`config.mk`:
```
export PLATFORM = sky130hd
export DESIGN_NAME = func_sum_accumulator
export DESIGN_NICKNAME = d
export VERILOG_FILES = /design/src/rtl/func_sum_accumulator.sv
export SDC_FILE = /design/constraint.sdc
export NUM_CORES = 1
export LEC_CHECK = 0
export ABC_CLOCK_PERIOD_IN_PS = 6900
export BUFFER_PORTS_ARGS = -buffer_cell sky130_fd_sc_hd__buf_2
export CAP_MARGIN = 25
export CORE_ASPECT_RATIO = 0.5
export CORE_UTILIZATION = 50
export DETAILED_ROUTE_END_ITERATION = 8
export MAX_ROUTING_LAYER = met4
export PLACE_DENSITY = 0.74
export SLEW_MARGIN = 10
export SYNTH_ARGS = -nofsm -noshare
export SYNTH_HDL_FRONTEND = slang
export SYNTH_SLANG_ARGS = --single-unit
export TNS_END_PERCENT = 50
```
`constraint.sdc`:
```
create_clock -name clk -period 6.9 [get_ports clk]
set_input_delay 0.345 -clock clk [delete_from_list [all_inputs] [get_ports clk]]
set_output_delay 0.345 -clock clk [all_outputs]
set_load 0.01 [all_outputs]
```
`src/rtl/func_sum_accumulator.sv`:
```
// Buffers single-precision results in a small FIFO and folds them into a running
// float sum through a six-state truncating IEEE-754 adder.
module func_sum_accumulator #(
    parameter int unsigned FIFO_DEPTH = 4,
    parameter int unsigned COUNT_W    = 16
) (
    input  logic               clk,
    input  logic               reset,
    input  logic               clear,
    input  logic               data_valid,
    input  logic [31:0]        data_in,
    output logic [31:0]        sum,
    output logic [COUNT_W-1:0] count,
    output logic               full,
    output logic               idle,
    output logic               overflow
);

    localparam int unsigned AW = (FIFO_DEPTH > 1) ? $clog2(FIFO_DEPTH) : 1;
    localparam int unsigned CW = AW + 1;
    localparam logic [CW-1:0] DEPTH_C = CW'(FIFO_DEPTH);
    localparam logic [31:0] QNAN = 32'h7FC0_0000;

    typedef enum logic [2:0] {
        S_IDLE, S_UNPACK, S_ALIGN, S_ADD, S_NORM, S_PACK
    } state_t;

    state_t state;

    logic [31:0]   mem [FIFO_DEPTH];
    logic [AW-1:0] wr_ptr, rd_ptr;
    logic [CW-1:0] fifo_cnt;

    logic [31:0]   op_q;
    logic          nan_q, zero_q, eff_sub;
    logic          sa, sb, sx;
    logic [7:0]    ea, eb, ex;
    logic [23:0]   ma, mb, mx, my, mn;
    logic [24:0]   mr;
    logic signed [9:0] en;

    logic          pop_c, push_c, drop_c;
    logic [CW-1:0] cnt_nxt_c;
    logic          b_big_c;
    logic [7:0]    diff_c;
    logic [23:0]   small_c, mshift_c;
    logic [4:0]    lz_c;

    // Leading-zero count of a 24-bit mantissa; 24 when all zero.
    function automatic logic [4:0] lzc24(input logic [23:0] v);
        logic [4:0] n;
        n = 5'd24;
        for (int i = 0; i < 24; i++) begin
            if (v[i]) n = 5'(23 - i);
        end
        return n;
    endfunction

    always_comb begin
        pop_c     = (state == S_IDLE) && (fifo_cnt != '0);
        push_c    = data_valid && ((fifo_cnt != DEPTH_C) || pop_c);
        drop_c    = data_valid && !push_c;
        cnt_nxt_c = fifo_cnt + CW'(push_c) - CW'(pop_c);
        b_big_c   = {eb, mb} > {ea, ma};
        diff_c    = b_big_c ? (eb - ea) : (ea - eb);
        small_c   = b_big_c ? ma : mb;
        mshift_c  = (diff_c >= 8'd25) ? 24'd0 : (small_c >> diff_c);
        lz_c      = lzc24(mr[23:0]);
    end

    // FIFO storage needs no reset; pointers and occupancy guard it.
    always_ff @(posedge clk) begin
        if (push_c && !reset && !clear) mem[wr_ptr] <= data_in;
    end

    always_ff @(posedge clk) begin
        if (reset || clear) begin
            state    <= S_IDLE;
            wr_ptr   <= '0;
            rd_ptr   <= '0;
            fifo_cnt <= '0;
            sum      <= '0;
            count    <= '0;
            overflow <= 1'b0;
            full     <= 1'b0;
            idle     <= 1'b1;
        end else begin
            if (push_c) wr_ptr <= wr_ptr + AW'(1);
            if (pop_c)  rd_ptr <= rd_ptr + AW'(1);
            if (drop_c) overflow <= 1'b1;
            fifo_cnt <= cnt_nxt_c;
            full     <= (cnt_nxt_c == DEPTH_C);
            idle     <= (cnt_nxt_c == '0) &&
                        ((state == S_PACK) || ((state == S_IDLE) && !pop_c));
            case (state)
                S_IDLE: begin
                    if (pop_c) begin
                        op_q  <= mem[rd_ptr];
                        state <= S_UNPACK;
                    end
                end
                S_UNPACK: begin
                    nan_q <= (op_q[30:23] == 8'hFF) ||
                             ((sum[30:23] == 8'hFF) && (sum[22:0] != '0));
                    sa    <= sum[31];
                    ea    <= sum[30:23];
                    ma    <= (sum[30:23] == '0) ? 24'd0 : {1'b1, sum[22:0]};
                    sb    <= op_q[31];
                    eb    <= op_q[30:23];
                    mb    <= (op_q[30:23] == '0) ? 24'd0 : {1'b1, op_q[22:0]};
                    state <= S_ALIGN;
                end
                S_ALIGN: begin
                    sx      <= b_big_c ? sb : sa;
                    ex      <= b_big_c ? eb : ea;
                    mx      <= b_big_c ? mb : ma;
                    my      <= mshift_c;
                    eff_sub <= sa ^ sb;
                    state   <= S_ADD;
                end
                S_ADD: begin
                    mr    <= eff_sub ? ({1'b0, mx} - {1'b0, my}) : ({1'b0, mx} + {1'b0, my});
                    state <= S_NORM;
                end
                S_NORM: begin
                    zero_q <= (mr == '0);
                    if (mr[24]) begin
                        mn <= mr[24:1];
                        en <= $signed({2'b00, ex}) + 10'sd1;
                    end else begin
                        mn <= mr[23:0] << lz_c;
                        en <= $signed({2'b00, ex}) - $signed({5'b00000, lz_c});
                    end
                    state <= S_PACK;
                end
                S_PACK: begin
                    if (nan_q)               sum <= QNAN;
                    else if (zero_q)         sum <= '0;
                    else if (en >= 10'sd255) sum <= {sx, 8'hFF, 23'd0};
                    else if (en <= 10'sd0)   sum <= '0;
                    else                     sum <= {sx, en[7:0], mn[22:0]};
                    if (count != '1) count <= count + COUNT_W'(1);
                    state <= S_IDLE;
                end
                default: state <= S_IDLE;
            endcase
        end
    end

endmodule

```
==> impl_metrics.json, run 1 <==
{
  "outcome": "complete, no violations",
  "grt_max_degree": 69,
  "start_util_pct": 51.35,
  "grt_pass1_wl_um": 78610,
  "area.growth.synth_to_final_pct": 10.51,
  "clock_path_buffers": 3,
  "fp.dieArea_mm2": 0.04283,
  "hold_path_class": "input port to register",
  "regToRegStartpoint": "ea[0]",
  "timing.max_slew.rel_slack_pct": 28.72,
  "grt_residual_overflow": 0,
  "worst-endpoint-arrival_ns": 5.01,
  "drcViolationCount": 0,
  "cts_hold_buf": 0,
  "holdPathStages": 1,
  "timing.critical_path.to_type": "register",
  "setup.worst_path.start": "ea[0]",
  "setup_violations": 0,
  "placement.cell_area_mm2": 0.02189,
  "drive_gt1_share_pct": 15.47,
  "cts.root.buffer_cell": "sky130_fd_sc_hd__clkbuf_16",
  "final.setup_skew_ns": 0.01872,
  "clock_sinks": 405,
  "synthCells": 1715,
  "worstSetupPathType": "register to register",
  "yosys_warnings": 0,
  "final_clock_period_utilization_by_the_worst_path_pct": 67.44,
  "row_count": 52,
  "launching_element_type_of_the_critical_path": "register",
  "synth_area_mm2": 0.02098,
  "die_h_um": 146.8,
  "placement.io_buffers": 86,
  "setup_repair_after_global_routing_missed_its_margin": "false",
  "reg_to_reg_setup_timing_slack_ns": 2.25,
  "drtIter0Drc": 1373,
  "synth_enable_flop_cells": 344,
  "worst_tran_pin_value_ns": 1.062,
  "detail-route-antenna-nets": 0,
  "dp_slack_ns": 2.293,
  "die_width_um": 291.7,
  "sequential_to_total_area_share_from_yosys_stat_pct": 55.06,
  "avgRoutedWirePerCell_um": 21.54,
  "post_cts_buffers": 0,
  "static-leakage-power_nw": 8.362,
  "mappedNetlistNets": 1832,
  "number_of_antenna_violations_at_the_first_check_in_global_routing": 1,
  "ctsHtreeMaxLevel": 2,
  "postSynth.asyncResetShare_pct": 0,
  "postCtsResizedCells": 0,
  "vias": 14190,
  "drt_first_pass_iters": 5,
  "max_freq_mhz": 214.9,
  "min_cycle_time_layout_ns": 4.653,
  "cts-buffers-inserted": 38,
  "later_pin_clock_latency_in_the_skew_report_ns": 0.54,
  "critical_path.max_fanout": 28,
  "place.detailed.hpwl_um": 35920,
  "pin_count": 87,
  "vdd_drop_max_mv": 0.2333,
  "cts.reportedPaths.clkPinSlew_ns": 0.06,
  "pwr_density_cell_mw_per_mm2": 217.5,
  "track_usage_pct": 24.40,
  "globalplace.congestion": 0.9759,
  "whs_endpoint": "mem[3][15]",
  "yosysUniqueCellTypes": 86,
  "cts_tree": "done",
  "synthesis.area_per_instance_um2": 12.23,
  "rr_worst_depth": 13,
  "setup_ws_final_ns": 2.247,
  "hold_violations": 0,
  "worstPathRequired_ns": 7.26,
  "ys_ff_latch": 405,
  "number_of_max_cap_violations": 0,
  "routed_wirelength_um": 50650,
  "core_region_area_mm2": 0.04086,
  "finalInstanceArea_mm2": 0.02318,
  "min-delay-start": "data_in[15]",
  "grt_pass1_vias": 13404,
  "finalMaxSlewViolations": 0,
  "vias_per_cell": 6.036,
  "ys_dominant_reg_cell": "sky130_fd_sc_hd__edfxtp_1",
  "setup_tns_ns": 0,
  "worst_r2r_endpoint": "my[13]",
  "final_nets": 1899
}
## layout by cell type, fill, tap and decap left out, types with 8 or more instances in the layout
master                      instances
sky130_fd_sc_hd__dfxtp_1           60
sky130_fd_sc_hd__clkbuf_16         39
sky130_fd_sc_hd__or3_1              9
sky130_fd_sc_hd__mux2i_1           49
sky130_fd_sc_hd__nand3_1           37
sky130_fd_sc_hd__mux2_2            29
sky130_fd_sc_hd__xnor2_1           49
sky130_fd_sc_hd__nor2b_1           15
sky130_fd_sc_hd__or2_2              9
sky130_fd_sc_hd__o21ai_0           76
sky130_fd_sc_hd__and2_1            62
sky130_fd_sc_hd__ha_1              76
sky130_fd_sc_hd__nand4_1           23
sky130_fd_sc_hd__o31ai_1           11
sky130_fd_sc_hd__nor4_1            17
sky130_fd_sc_hd__buf_4             20
sky130_fd_sc_hd__nand2_1          119
sky130_fd_sc_hd__a21o_1            29
sky130_fd_sc_hd__a31oi_1            8
sky130_fd_sc_hd__a22oi_1           29
sky130_fd_sc_hd__a211oi_1          15
sky130_fd_sc_hd__a21oi_1           78
sky130_fd_sc_hd__clkinv_1           8
sky130_fd_sc_hd__o211ai_1          18
sky130_fd_sc_hd__xor2_1            22
sky130_fd_sc_hd__nor2_1           127
sky130_fd_sc_hd__inv_1             85
sky130_fd_sc_hd__mux4_2            55
sky130_fd_sc_hd__buf_2             86
sky130_fd_sc_hd__edfxtp_1         344
sky130_fd_sc_hd__nand2b_1          11
sky130_fd_sc_hd__o22ai_1           10
sky130_fd_sc_hd__nor3_1            28
## metal layers
metal  vias to the layer above  global-route usage [%]  wire length (µm)
li1                       6627                       -                 -
met1                      6945                   33.98             22500
met2                       540                   37.54             23420
met3                        78                   3.858              3568
met4                         0                   6.237              1158
met5                         -                       -                 0
## registers in the layout, indices dropped and copies added (netlist names), 2 cells and up
| register | cells |
|---|---|
| count | 16 |
| mr | 25 |
| wr_ptr | 2 |
| ea | 8 |
| en | 10 |
| mem | 128 |
| my | 24 |
| ex | 8 |
| op_q | 32 |
| mn | 23 |
| state | 3 |
| mb | 24 |
| rd_ptr | 2 |
| fifo_cnt | 3 |
| sum | 32 |
| eb | 8 |
| ma | 24 |
| mx | 24 |
## metrics by stage
step	std cells	hold slack [ns]	utilization (%)	power [mW]
finish	2351	0.02352	56.74	5.042
CTS	2349	0.003876	56.67	5.075
global placement	2281	0.4050	53.58	2.946
detailed placement	2281	0.4057	53.58	2.952
global route	2351	0.01031	56.74	5.192
floorplan	1715	0.4003	-	2.889
## synth_stat cells, types with 18 or more instances
master                       n  area share (%)
sky130_fd_sc_hd__xor2_1     22            0.92
sky130_fd_sc_hd__a22oi_1    29             1.0
sky130_fd_sc_hd__inv_1      85             1.5
sky130_fd_sc_hd__mux4_2     55             5.9
sky130_fd_sc_hd__o21ai_0    76             1.8
sky130_fd_sc_hd__nand4_1    23            0.69
sky130_fd_sc_hd__xnor2_1    49             2.0
sky130_fd_sc_hd__a21oi_1    78             1.9
sky130_fd_sc_hd__nor3_1     30            0.72
sky130_fd_sc_hd__mux2i_1    49             2.3
sky130_fd_sc_hd__nand2_1   119             2.1
sky130_fd_sc_hd__nor2_1    129             2.3
sky130_fd_sc_hd__and2_1     62             1.8
sky130_fd_sc_hd__o211ai_1   18            0.64
sky130_fd_sc_hd__dfxtp_1    61             5.8
sky130_fd_sc_hd__nand3_1    37            0.88
sky130_fd_sc_hd__ha_1       76             4.5
sky130_fd_sc_hd__mux2_2     29             1.6
sky130_fd_sc_hd__a21o_1     29             1.0
sky130_fd_sc_hd__clkbuf_1   51            0.91
sky130_fd_sc_hd__edfxtp_1  344              49
## worst max-delay path by stage
stage / cells past startpoint / end
detailed placement: 13 / my[3]
floorplan: 4 / state[1]
finish: 13 / my[13]
global route: 19 / mr[24]
CTS: 13 / my[3]
global placement: 13 / my[3]
## worst max-delay path, cell delays in order, from the launching register on
cell and delay, ns:
sky130_fd_sc_hd__edfxtp_1 0.38, sky130_fd_sc_hd__inv_1 0.06, sky130_fd_sc_hd__ha_1 0.27, sky130_fd_sc_hd__buf_4 0.37
sky130_fd_sc_hd__nand4_1 0.21, sky130_fd_sc_hd__nor4_1 0.44, sky130_fd_sc_hd__and2_1 0.24, sky130_fd_sc_hd__a21oi_1 0.10
sky130_fd_sc_hd__nor2_4 0.55, sky130_fd_sc_hd__mux2i_4 0.41, sky130_fd_sc_hd__xor2_4 0.70, sky130_fd_sc_hd__mux2i_1 0.37
sky130_fd_sc_hd__nand3_1 0.12, sky130_fd_sc_hd__a21oi_1 0.22
## cell type report
class                   instances  area [µm²]
fillers                      3312       17670
flip-flops and latches        405       11550
multi-input cells            1144        8760
clock buffers                  47        1036
well taps                     540       675.6
repair buffers                107       608.1
inverters                      86       322.8
clock inverters                21       227.7
diodes                          1       2.502
## cell families (layout without fill, tap and decap cells)
| family | after synthesis | count (layout) | synth area share, % |
|---|---|---|---|
| flip-flops | 405 | 405 | 55.06 |
| AND/OR/NAND/NOR | 495 | 495 | 11.93 |
| adder cells (fa/ha/maj) | 81 | 81 | 5.010 |
| AO/OA/AOI/OAI | 360 | 360 | 11.53 |
| buffers and inverters | 166 | 261 | 3.286 |
| other | 0 | 1 | 0 |
| XOR/XNOR | 73 | 73 | 3.173 |
| multiplexers | 135 | 135 | 10.01 |
## report_power, final
part	leakage, nW	switching, mW	internal (mW)
registers	3.64	0.0205	2.67
logic	4.10	0.119	0.0913
clock network	0.623	0.886	1.25
total	8.36	1.03	4.02
No activity file was read; power rests on OpenSTA's default activity.
==> inputs of run 2 (changes only) <==
--- a/config.mk
+++ b/config.mk
@@ -5,14 +5,14 @@
 export SDC_FILE = /design/constraint.sdc
 export NUM_CORES = 1
 export LEC_CHECK = 0
-export ABC_CLOCK_PERIOD_IN_PS = 6900
+export ABC_CLOCK_PERIOD_IN_PS = 3800
 export BUFFER_PORTS_ARGS = -buffer_cell sky130_fd_sc_hd__buf_2
 export CAP_MARGIN = 25
 export CORE_ASPECT_RATIO = 0.5
 export CORE_UTILIZATION = 50
 export DETAILED_ROUTE_END_ITERATION = 8
 export MAX_ROUTING_LAYER = met4
-export PLACE_DENSITY = 0.74
+export PLACE_DENSITY = 0.76
 export SLEW_MARGIN = 10
 export SYNTH_ARGS = -nofsm -noshare
 export SYNTH_HDL_FRONTEND = slang
==> constraint.sdc (replaced) <==
create_clock -name clk -period 3.8 [get_ports clk]
set_input_delay 0.19 -clock clk [delete_from_list [all_inputs] [get_ports clk]]
set_output_delay 0.19 -clock clk [all_outputs]
set_load 0.01 [all_outputs]
==> run 2 against run 1 <==
  * First-iteration DRC count is 14% higher
  * Fmax is 25% higher
  * Design area is 5.4% higher
  * Clock skew hardly changed
  * Total power is 81% higher
  * Via count is 3.8% higher
  * Sequential share of layout area is 2.6 points lower
  * Critical path depth is 1 lower
==> impl_metrics.json, run 2 (same netlist as run 1, synthesis figures left out) <==
{
  "row_count": 52,
  "worst_tran_pin_value_ns": 0.9145,
  "final.setup_skew_ns": 0.01862,
  "finalInstanceArea_mm2": 0.02444,
  "timing.max_slew.rel_slack_pct": 39.04,
  "ctsHtreeMaxLevel": 2,
  "cts.root.buffer_cell": "sky130_fd_sc_hd__clkbuf_16",
  "cts-buffers-inserted": 37,
  "place.detailed.hpwl_um": 37680,
  "placement.io_buffers": 86,
  "layout_top_registers": "mem: 128 flops, op_q: 32 flops, sum: 32 flops",
  "avgRoutedWirePerCell_um": 21.43,
  "p_total_mw": 9.133,
  "worstSetupPathType": "register to register",
  "pwr_density_cell_mw_per_mm2": 373.7,
  "core_region_area_mm2": 0.04086,
  "timing.critical_path.to_type": "register",
  "detail-route-antenna-nets": 0,
  "pin_count": 87,
  "diodes": 0,
  "later_pin_clock_latency_in_the_skew_report_ns": 0.55,
  "drt_first_pass_iters": 5,
  "number_of_max_cap_violations": 0,
  "clock_path_buffers": 3,
  "final_nets": 2024,
  "setup_ws_final_ns": 0.06710,
  "die_width_um": 291.7,
  "finalHoldWorstSlack_ns": 0.03637,
  "hold_path_class": "input port to register",
  "vias_per_cell": 5.951,
  "area.growth.synth_to_final_pct": 16.48,
  "placement.cell_area_mm2": 0.02260,
  "clock_sinks": 405,
  "static-leakage-power_nw": 8.942,
  "die_h_um": 146.8,
  "number_of_antenna_violations_at_the_first_check_in_global_routing": 0,
  "dp_slack_ns": -0.05265,
  "grt_max_degree": 69,
  "track_usage_pct": 25.23,
  "min_cycle_time_layout_ns": 3.733,
  "worstPathRequired_ns": 4.17,
  "grt_pass1_vias": 14122,
  "drive_gt1_share_pct": 20.92,
  "grt_residual_overflow": 0,
  "final_clock_period_utilization_by_the_worst_path_pct": 98.23,
  "cts.reportedPaths.clkPinSlew_ns": 0.06,
  "multiInputGateArea_mm2": 0.008961,
  "start_util_pct": 51.35,
  "setup_repair_after_global_routing_missed_its_margin": "true",
  "worst-endpoint-arrival_ns": 4.10,
  "outcome": "complete, no violations",
  "nFillCells": 3167,
  "cts_tree": "done",
  "layout_common_cells": "sky130_fd_sc_hd__edfxtp_1, sky130_fd_sc_hd__nor2_1, sky130_fd_sc_hd__nand2_1, sky130_fd_sc_hd__buf_4, sky130_fd_sc_hd__buf_2",
  "setup_tns_ns": 0,
  "register_with_the_most_flip_flops": "mem",
  "grt_pass1_wl_um": 80810,
  "drtIter0Drc": 1562,
  "vdd_drop_max_mv": 0.3916,
  "hold_violations": 0,
  "critical_path.max_fanout": 6,
  "launching_element_type_of_the_critical_path": "register",
  "fp.dieArea_mm2": 0.04283,
  "finalMaxSlewViolations": 0,
  "vias": 14734,
  "seq_area_mm2": 0.01155,
  "globalplace.congestion": 0.9842,
  "most_frequent_standard_cell_in_the_layout_excluding_fill_and_tap_cells": "sky130_fd_sc_hd__edfxtp_1",
  "routed_wirelength_um": 53060,
  "setup_violations": 0,
  "largest_register_ff_count": 128,
  "max_freq_mhz": 267.9,
  "drcViolationCount": 0
}
[run 2: repair_timing]
| item | in CTS | in global routing |
|---|---|---|
| endpoints found under the hold margin | 129 | 0 |
| gates resized for setup | 4 | 42 |
| pin swaps | 0 | 29 |
| hold buffers | 33 | 0 |
| buffers inserted | 0 | 9 |
| endpoints found under the setup margin | 8 | 32 |
[run 2: cell type report]
| cell class | instances | share of cell area (%) |
|---|---|---|
| Sequential cell | 405 | 47.27 |
| Multi-Input combinational cell | 1144 | 36.67 |
| Tap cell | 540 | 2.765 |
| Timing Repair Buffer | 233 | 6.953 |
| Clock inverter | 20 | 0.9728 |
| Inverter | 86 | 1.321 |
| Clock buffer | 48 | 4.045 |
[run 2: power breakdown]
group,total [mW],internal (mW),switching [mW]
logic,0.443,0.212,0.231
registers,4.89,4.85,0.0396
clock network,3.80,2.14,1.66
total,9.13,7.20,1.93
[run 2: final timing paths]
check / from / endpoint / slack (ns) / cells past startpoint
worst max register to register: ma[19] / my[2] / 0.07 / 12
worst min-delay path: clear / idle / 0.04 / 3
worst max-delay path: ma[19] / my[2] / 0.07 / 12
worst min register to register: op_q[31] / sb / 0.44 / 0
[run 2: routing by layer]
layer  routed length (µm)  track usage [%]  part of all wire (%)
met1                23550            34.76                    44
met5                    0                -                     0
met3                 3437            4.085                   6.5
met4                 1407            8.000                   2.7
met2                24660            38.48                    46
[run 2: through the flow]
stage               util [%]  cells
detailed placement     55.32   2366
global placement       55.32   2366
floorplan                  -   1715
global route           59.81   2476
finish                 59.81   2476
CTS                    59.17   2467
[run 2: critical path: stages (launching register included)]
cell                       delay (ns)
sky130_fd_sc_hd__edfxtp_1        0.48
sky130_fd_sc_hd__inv_1           0.08
sky130_fd_sc_hd__ha_1            0.31
sky130_fd_sc_hd__nand4_1         0.18
sky130_fd_sc_hd__or4_4           0.64
sky130_fd_sc_hd__buf_4           0.16
sky130_fd_sc_hd__nand3_1         0.07
sky130_fd_sc_hd__o32ai_1         0.08
sky130_fd_sc_hd__a21oi_1         0.23
sky130_fd_sc_hd__nand2_1         0.16
sky130_fd_sc_hd__xnor2_1         0.53
sky130_fd_sc_hd__nand3_1         0.35
sky130_fd_sc_hd__o221ai_1        0.29
==> inputs of run 3 (changes only) <==
--- a/config.mk
+++ b/config.mk
@@ -12,7 +12,7 @@
 export CORE_UTILIZATION = 50
 export DETAILED_ROUTE_END_ITERATION = 8
 export MAX_ROUTING_LAYER = met4
-export PLACE_DENSITY = 0.76
+export PLACE_DENSITY = 0.79
 export SLEW_MARGIN = 10
 export SYNTH_ARGS = -nofsm -noshare
 export SYNTH_HDL_FRONTEND = slang
==> run 3 against run 2 <==
  * Sequential power is essentially flat
  * Fmax grew 1.0%
  * Highest routed layer unchanged
  * Design area grew 0.87%
  * Largest cell class unchanged
  * Critical endpoint is now mr[24]
==> impl_metrics.json, run 3 (same netlist as run 1, synthesis figures left out) <==
{
  "cp_cell_sequence": "nor2_2, nand3_1, nor4_1, buf_4, a31oi_1, xnor2_1, ha_1, o21a_1, nor2_1, or3b_2, or2_4, o22ai_4, o41ai_2, buf_4, o311ai_2, o211ai_1, xor2_1",
  "largest_register_ff_count": 128,
  "timing.max_slew.rel_slack_pct": 40.41,
  "timing.critical_path.slowest_cell_delay_ns": 0.47,
  "register_with_the_most_flip_flops": "mem",
  "detail-route-antenna-nets": 0,
  "worstSetupPathType": "register to register",
  "sw_frac_of_total_pct": 20.79,
  "pin_count": 87,
  "setup_violations": 0,
  "cts.root.buffer_cell": "sky130_fd_sc_hd__clkbuf_16",
  "final_core_util_pct": 60.33,
  "final_nets": 2040,
  "drive_gt1_share_pct": 22.03,
  "setup_tns_ns": 0,
  "routed_wirelength_um": 52640,
  "finalHoldWorstSlack_ns": 0.05208,
  "place.detailed.hpwl_um": 37120,
  "setup_ws_final_ns": 0.1050,
  "area.growth.synth_to_final_pct": 17.49,
  "sequential_cell_fraction_of_total_power_pct": 53.0,
  "vias": 14944,
  "clock_sinks": 405,
  "worst-endpoint-arrival_ns": 3.98,
  "layout_top_registers": "mem: 128 flops, op_q: 32 flops, sum: 32 flops",
  "timing.critical_path.slowest_stage_cell": "sky130_fd_sc_hd__or3b_2",
  "cts_tree": "done",
  "placement.io_buffers": 86,
  "static-leakage-power_nw": 9.078,
  "final-instance-count-excl-fill": 2487,
  "grt_pass1_wl_um": 80740,
  "max_freq_mhz": 270.6,
  "die_h_um": 146.8,
  "p_switching_mw": 1.920,
  "number_of_max_cap_violations": 0,
  "drtIter0Drc": 1611,
  "ctsHtreeMaxLevel": 2,
  "row_count": 52,
  "clock_power_share_pct": 42.2,
  "nFillCells": 3083,
  "regToRegStartpoint": "my[3]",
  "final.setup_skew_ns": 0.02011,
  "grt_residual_overflow": 0,
  "fp.dieArea_mm2": 0.04283,
  "drt_first_pass_iters": 6,
  "critical_path.max_fanout": 5,
  "start_util_pct": 51.35,
  "cts-buffers-inserted": 38,
  "dp_slack_ns": -0.08743,
  "vias_per_cell": 6.009,
  "clock_path_buffers": 3,
  "globalplace.congestion": 0.9879,
  "critical_path.most_common_cell": "sky130_fd_sc_hd__buf_4",
  "hold_path_class": "input port to register",
  "pwr_density_cell_mw_per_mm2": 374.7,
  "final_clock_period_utilization_by_the_worst_path_pct": 97.24,
  "launching_element_type_of_the_critical_path": "register",
  "die_width_um": 291.7,
  "avgRoutedWirePerCell_um": 21.17,
  "setup_repair_after_global_routing_missed_its_margin": "true",
  "power.share.combinational_pct": 4.8,
  "most_frequent_standard_cell_in_the_layout_excluding_fill_and_tap_cells": "sky130_fd_sc_hd__edfxtp_1",
  "diodes": 0,
  "finalMaxSlewViolations": 0,
  "min_cycle_time_layout_ns": 3.695,
  "outcome": "complete, no violations",
  "later_pin_clock_latency_in_the_skew_report_ns": 0.55,
  "hold_violations": 0,
  "count_of_placed_standard_cells_including_taps": 2379,
  "min-delay-start": "clear",
  "number_of_antenna_violations_at_the_first_check_in_global_routing": 0,
  "core_region_area_mm2": 0.04086,
  "setup.worst_path.start": "my[3]",
  "track_usage_pct": 25.05,
  "worst_tran_pin_value_ns": 0.8939,
  "grt_pass1_vias": 14208,
  "cts.reportedPaths.clkPinSlew_ns": 0.07,
  "layout_common_cells": "sky130_fd_sc_hd__edfxtp_1, sky130_fd_sc_hd__nor2_1, sky130_fd_sc_hd__buf_4, sky130_fd_sc_hd__nand2_1, sky130_fd_sc_hd__buf_2",
  "vdd_drop_max_mv": 0.3866,
  "drcViolationCount": 0,
  "grt_max_degree": 69,
  "worstPathRequired_ns": 4.08,
  "timing.critical_path.to_type": "register",
  "power.internal_mw": 7.316
}
==> run 3: cell count changes in the layout (fill, tap and decap cells not counted), moves of 3 or more <==
cell,before,now
sky130_fd_sc_hd__clkinv_1,7,2
sky130_fd_sc_hd__inv_6,0,3
sky130_fd_sc_hd__clkbuf_16,38,41
sky130_fd_sc_hd__buf_4,106,120
sky130_fd_sc_hd__clkbuf_1,10,2
==> run 3: area by class of cell <==
class                   instances  area [µm²]  area share (%)
flip-flops and latches        405       11550           46.87
inverters                      86       322.8           1.310
clock inverters                20       256.5           1.041
multi-input cells            1144        9012           36.56
clock buffers                  44        1003           4.071
well taps                     540       675.6           2.741
repair buffers                248        1826           7.406
==> run 3: metrics by stage <==
stage / power, mW / instance area, µm²
2_1_floorplan: 5.245 / 20990
3_3_place_gp: 5.371 / 22690
3_5_place_dp: 5.384 / 22690
4_1_cts: 9.268 / 24290
5_1_grt: 9.513 / 24650
6_report: 9.237 / 24650
==> run 3: power by group through the flow <==
stage | Clock [mW] | Combinational (mW) | Sequential [mW]
2_1_floorplan | 0 | 0.281 | 4.96
3_3_place_gp | 0 | 0.385 | 4.99
3_5_place_dp | 0 | 0.395 | 4.99
4_1_cts | 3.95 | 0.427 | 4.89
5_1_grt | 4.14 | 0.480 | 4.90
6_report | 3.90 | 0.444 | 4.89
==> run 3: path summary, 6_finish.rpt <==
kind,cells after the start,slack (ns),end
max,17,0.10,mr[24]
min,3,0.05,idle
max reg2reg,17,0.10,mr[24]
min reg2reg,0,0.44,sb
==> run 3: per-layer routing <==
layer	up-vias	global-route usage [%]	routed length, µm	part of all wire, %
li1	6916	-	-	-
met1	7275	34.32	22760	43
met2	664	39.01	24830	47
met3	89	3.888	3863	7.3
met4	0	6.947	1192	2.3
met5	-	-	0	0
==> run 3: timing repair <==
| action | in CTS | in global routing |
|---|---|---|
| resized for setup | 3 | 54 |
| setup endpoints to repair | 4 | 32 |
| gates cloned | 0 | 2 |
| hold endpoints to repair | 129 | 0 |
| setup buffers | 0 | 9 |
| hold buffers | 33 | 0 |
| pin swaps | 0 | 20 |
==> run 3: critical path: cells and delay by family (launching register included) <==
kind / cells / cell delay [ns]
buffers and inverters: 2 / 0.32
flip-flops: 1 / 0.41
XOR/XNOR: 2 / 0.33
AO/OA/AOI/OAI: 6 / 0.82
adder cells (fa/ha/maj): 1 / 0.30
AND/OR/NAND/NOR: 6 / 1.27
